==> src/rtl/uart_tx_fifo.sv <==
// uart_tx_fifo: single-clock byte FIFO feeding the UART transmitter.
//
// The write side accepts bytes from the system. The read side has no read
// enable: the head entry is popped on each rising edge of the transmitter's
// BUSY output. RD_DATA is first-word-fall-through.
//
// Ports:
//   TX_CLK      clock, all state updates on the rising edge
//   RST         asynchronous active-low reset
//   WR_EN       write request
//   WR_DATA     write data
//   BUSY        transmitter busy; a 0->1 edge consumes the head entry
//   RD_DATA     head entry, valid while F_EMPTY = 0
//   F_EMPTY     FIFO holds no entries
//   F_FULL      FIFO holds DEPTH entries
//   FILL_LEVEL  current entry count, 0..DEPTH
//   OVF         sticky, set when a write is dropped
module uart_tx_fifo #(
    parameter int unsigned DATA_WIDTH = 8,
    parameter int unsigned DEPTH      = 8
) (
    input  logic                       TX_CLK,
    input  logic                       RST,
    input  logic                       WR_EN,
    input  logic [DATA_WIDTH-1:0]      WR_DATA,
    input  logic                       BUSY,
    output logic [DATA_WIDTH-1:0]      RD_DATA,
    output logic                       F_EMPTY,
    output logic                       F_FULL,
    output logic [$clog2(DEPTH):0]     FILL_LEVEL,
    output logic                       OVF
);

    localparam int unsigned ADDR_WIDTH = $clog2(DEPTH);
    localparam logic [ADDR_WIDTH:0] PtrOne = {{ADDR_WIDTH{1'b0}}, 1'b1};

    // Pointers carry one extra wrap bit so full and empty are distinguishable.
    logic [ADDR_WIDTH:0]   wr_ptr_q, wr_ptr_d;
    logic [ADDR_WIDTH:0]   rd_ptr_q, rd_ptr_d;
    logic                  busy_q;
    logic                  ovf_q, ovf_d;
    logic [DATA_WIDTH-1:0] mem_q [DEPTH];

    logic empty;
    logic full;
    logic pop;
    logic push;

    // Status decoded from registered pointers only.
    always_comb begin
        empty = (wr_ptr_q == rd_ptr_q);
        full  = (wr_ptr_q[ADDR_WIDTH-1:0] == rd_ptr_q[ADDR_WIDTH-1:0]) &&
                (wr_ptr_q[ADDR_WIDTH] != rd_ptr_q[ADDR_WIDTH]);
    end

    // A BUSY rising edge consumes the head; ignored when nothing is held.
    // A pop frees a slot in the same cycle, so a write while full is still taken.
    always_comb begin
        pop  = BUSY & ~busy_q & ~empty;
        push = WR_EN & (~full | pop);
    end

    always_comb begin
        wr_ptr_d = wr_ptr_q;
        rd_ptr_d = rd_ptr_q;
        ovf_d    = ovf_q;
        if (push) begin
            wr_ptr_d = wr_ptr_q + PtrOne;
        end
        if (pop) begin
            rd_ptr_d = rd_ptr_q + PtrOne;
        end
        if (WR_EN && full && !pop) begin
            ovf_d = 1'b1;
        end
    end

    always_ff @(posedge TX_CLK or negedge RST) begin
        if (!RST) begin
            wr_ptr_q <= '0;
            rd_ptr_q <= '0;
            busy_q   <= 1'b0;
            ovf_q    <= 1'b0;
        end else begin
            wr_ptr_q <= wr_ptr_d;
            rd_ptr_q <= rd_ptr_d;
            busy_q   <= BUSY;
            ovf_q    <= ovf_d;
        end
    end

    // Storage is cleared on reset so RD_DATA reads 0 afterwards.
    always_ff @(posedge TX_CLK or negedge RST) begin
        if (!RST) begin
            for (int unsigned i = 0; i < DEPTH; i++) begin
                mem_q[i] <= '0;
            end
        end else if (push) begin
            mem_q[wr_ptr_q[ADDR_WIDTH-1:0]] <= WR_DATA;
        end
    end

    always_comb begin
        RD_DATA    = mem_q[rd_ptr_q[ADDR_WIDTH-1:0]];
        F_EMPTY    = empty;
        F_FULL     = full;
        FILL_LEVEL = wr_ptr_q - rd_ptr_q;
        OVF        = ovf_q;
    end

endmodule

==> config.mk <==
export PLATFORM = sky130hd
export DESIGN_NAME = uart_tx_fifo
export DESIGN_NICKNAME = d
export VERILOG_FILES = /design/src/rtl/uart_tx_fifo.sv
export SDC_FILE = /design/constraint.sdc
export NUM_CORES = 1
export LEC_CHECK = 0
export ABC_AREA = 1
export BUFFER_PORTS_ARGS = -buffer_cell sky130_fd_sc_hd__buf_2
export CAP_MARGIN = 20
export CORE_MARGIN = 2
export CORE_UTILIZATION = 30
export CTS_BUF_LIST = sky130_fd_sc_hd__clkbuf_8
export DETAILED_ROUTE_END_ITERATION = 7
export MAX_ROUTING_LAYER = met4
export REMOVE_ABC_BUFFERS = 1
export SLEW_MARGIN = 5
export SYNTH_ARGS = -nofsm -noshare
export SYNTH_HDL_FRONTEND = slang
export SYNTH_SLANG_ARGS = --single-unit
export TNS_END_PERCENT = 30
==> constraint.sdc <==
create_clock -name TX_CLK -period 1.95 [get_ports TX_CLK]
set_clock_uncertainty 0.05 [all_clocks]
set_input_delay 0.0975 -clock TX_CLK [delete_from_list [all_inputs] [get_ports TX_CLK]]
set_output_delay 0.0975 -clock TX_CLK [all_outputs]
set_load 0.005 [all_outputs]
==> flow_summary_export.csv <==
group,metric,value,unit
synth,synth-xor-area-share,0.0110,
outcome,status,"complete, no violations",
sta,worst_pin_slew,542,ps
critical_path,crit_chain,"buf_12 -> clkinvlp_4 -> clkbuf_16 -> o21ai_0 -> nand2_1 -> nand2_1 -> nand2_1 -> buf_2",
power,p_per_area,1720,nW/um^2
power,vdd.ir_drop.worst,1.14,mV
synth,synth.avg_cell_area,7.72,um^2
synth,synth_most_common_cell,"nand2_1",
floorplan,core,13100,um^2
critical_path,critPathMaxStageDelay,400,ps
grt,busiest_layer,"met2",
final_layout,post-route-util,0.367,
sta,rsz0062_at_grt,"true",
critical_path,ff2ff_setup_slack,110,ps
detailed_routing,wl_per_cell,15.8,um
critical_path,crit_slowest_cell,"dfrtp_2",
final_layout,final_nets,573,
power,p_leak,2.41,nW
critical_path,critPathCaptureType,"output port",
place,portBuffers,26,
cts,cts_buffers,9,
floorplan,die_width,119,um
grt,use_met1,0.224,
critical_path,worst_path_most_repeated_cell,"nand2_1",
synth,synth_cells,516,
detailed_routing,wl,11600,um
critical_path,crit_arrival,1750,ps
synth,synth-compound-area-share,0.0571,
synth,synth_common_cells,"190 x nand2_1, 74 x dfrtp_1, 65 x nand4_1",
floorplan,die_h,119,um
sta,finalSetupViolations,0,
final_layout,multi_input_area,1930,um^2
synth,synth.area.top_cells,"dfrtp_1 46%, nand2_1 18%, nand4_1 10%",
final_layout,drive_gt1_frac,0.200,
critical_path,crit_end,"RD_DATA[5]",
final_layout,diodes,0,
sta,min_period,1900,ps
detailed_routing,vias,3742,
synth,netlist_area,3990,um^2
critical_path,r2r-end,"mem_q[43]$_DFFE_PN0P_",
flow_run,drv_cap,0,
sta,setup_tns,0,ps
synth,synth_top_area_cell,"dfrtp_1",
synth,synth_top_family_by_area,"simple AND/OR/NAND/NOR gates",
cts,clk_latency,350,ps
worst_hold_path,min_path_type,"in -> reg",
sta,slew_viol_final,0,
synth,ys.flop_type,"dfrtp_1",
grt,antenna_found_initial,0,
final_layout,area.growth.synth_to_final,20.5,%
floorplan,initial_core_util,0.305,
synth,synthMuxAreaShare,0,
grt,grt_use_met3,0.0455,
synth,ys_async_sr_fraction,1.00,
final_layout,fillers,1351,
place,gp_congestion,0.837,
cts,cts-htree-levels,3,
detailed_routing,drtIter0Drc,284,
detailed_routing,first_pass_iters,6,
critical_path,path_class,"reg -> out",
cts,root_buffer,"clkbuf_8",
grt,grt_max_degree,44,
critical_path,startpoint,"rd_ptr_q[0]$_DFFE_PN0P_",
sta,slew_headroom,0.639,
critical_path,start_kind,"flip-flop",
critical_path,ff2ff_path_depth,10,
sta,fmax,0.526,GHz
sta,final-hold-violation-count,0,
synth,yosysSeqAreaShare,0.465,
critical_path,crit_fanout,8,
synth,ys_types,26,
grt,grt_util_met2,0.261,
grt,groute.usage.overall,0.172,
synth,synth-simple-area-share,0.376,
cts,clk_path_buf_depth,2,
synth,synth_edf_count,0,
critical_path,r2r-start,"wr_ptr_q[0]$_DFFE_PN0P_",
grt,grt_pass1_wl,18500,um
synth,synth_top_area_frac,0.465,
critical_path,cp_data_required_time,1800,ps
detailed_routing,drt-vias-per-instance,5.09,
cts,clk_transition_reported_paths,80,ps
grt,grt_pass1_vias,3505,
floorplan,ios,27,
detailed_routing,drc_errors,0,
floorplan,rows,42,
grt,gr-total-overflow,0,
cts,cts_tree,"done",
detailed_routing,ant_nets,0,
synth,yosys_warnings,0,
synth,ys_ff_latch,74,
final_layout,seqCellArea,1850,um^2
floorplan,die_area,14200,um^2
sta,period_share,0.975,
synth,synth_fa_ha_area_frac,0.0207,
cts,clock-sinks,74,
place,dp_hpwl,7460,um
-- metal layers --
metal,part of all wire,wire length (um)
met3,0.074,862
met2,0.46,5380
met4,0.022,250
met1,0.44,5120
met5,0,0
-- registers in the layout, summed over array words and instances, names as in the netlist --
signal	count
mem_q	64
wr_ptr_q	4
rd_ptr_q	4
OVF	1
busy_q	1
-- power by group --
part / switching, W / total, W / internal [W]
combinational: 0.00258 / 0.00432 / 0.00174
sequential: 0.000407 / 0.00262 / 0.00222
clock: 0.000602 / 0.00132 / 0.000717
-- cell type report --
type	count	share of cell area
Multi-Input combinational cell	389	0.403
Sequential cell	74	0.386
Timing Repair Buffer	64	0.106
Tap cell	176	0.0459
Clock buffer	9	0.0258
Clock inverter	6	0.0193
Inverter	17	0.0141
-- cell families (layout without fill, tap and decap cells) --
kind of cell             Yosys count  in the layout
AO/OA/AOI/OAI                     45             45
XOR/XNOR                           5              5
adder cells (fa/ha/maj)            6              6
buffers and inverters             53             96
flip-flops                        74             74
AND/OR/NAND/NOR                  333            333
-- repair_timing --
item / in CTS / in global routing
buffers inserted: 0 / 6
endpoints found under the hold margin: 32 / 0
resized for setup: 7 / 46
hold buffers: 2 / 0
setup endpoints to repair: 8 / 47
gates cloned: 1 / 2
-- per-stage QoR --
| step | total power [W] | hold slack [ps] | area [um^2] | cells | worst slack (ps) |
|---|---|---|---|---|---|
| floorplan | 0.00485 | -248 | 3770 | 480 | -817 |
| global placement | 0.00636 | 26.2 | 4370 | 710 | 125 |
| detailed placement | 0.00644 | 31.2 | 4370 | 710 | 64.4 |
| CTS | 0.00793 | 14.8 | 4660 | 728 | 1.74 |
| global route | 0.00897 | 19.2 | 4800 | 735 | -13.7 |
| finish | 0.00826 | 34.3 | 4800 | 735 | 48.0 |
-- worst max-delay path: cells and delay by family, from the launching register on --
family	cells	cell delay, ps
AO/OA/AOI/OAI	1	150
buffers and inverters	4	600
flip-flops	1	400
AND/OR/NAND/NOR	3	230
-- placed cells by master, fill, tap and decap left out, types with 5 or more instances in the layout --
master / synthesis / layout
nor2_2: 8 / 13
buf_2: 7 / 25
inv_1: 13 / 12
o21ai_0: 43 / 18
buf_4: 3 / 29
nand4_1: 65 / 65
o21ai_1: 0 / 21
clkbuf_8: 0 / 9
dfrtp_1: 74 / 73
nand3_1: 5 / 5
nand2_1: 190 / 186
nor2_1: 56 / 51
buf_12: 0 / 5
-- worst min-delay path by stage --
stage	slack, ps	to	start	depth (start not counted)
2_1_floorplan	-250	OVF$_DFFE_PN0P_	RST	0
3_3_place_gp	30	rd_ptr_q[3]$_DFFE_PN0P_	RST	1
3_5_place_dp	30	mem_q[16]$_DFFE_PN0P_	RST	1
4_1_cts	10	mem_q[3]$_DFFE_PN0P_	WR_DATA[3]	3
5_1_grt	20	mem_q[52]$_DFFE_PN0P_	WR_DATA[4]	3
6_report	30	mem_q[3]$_DFFE_PN0P_	WR_DATA[3]	3
Note: power is estimated with default switching activity, not from simulation.
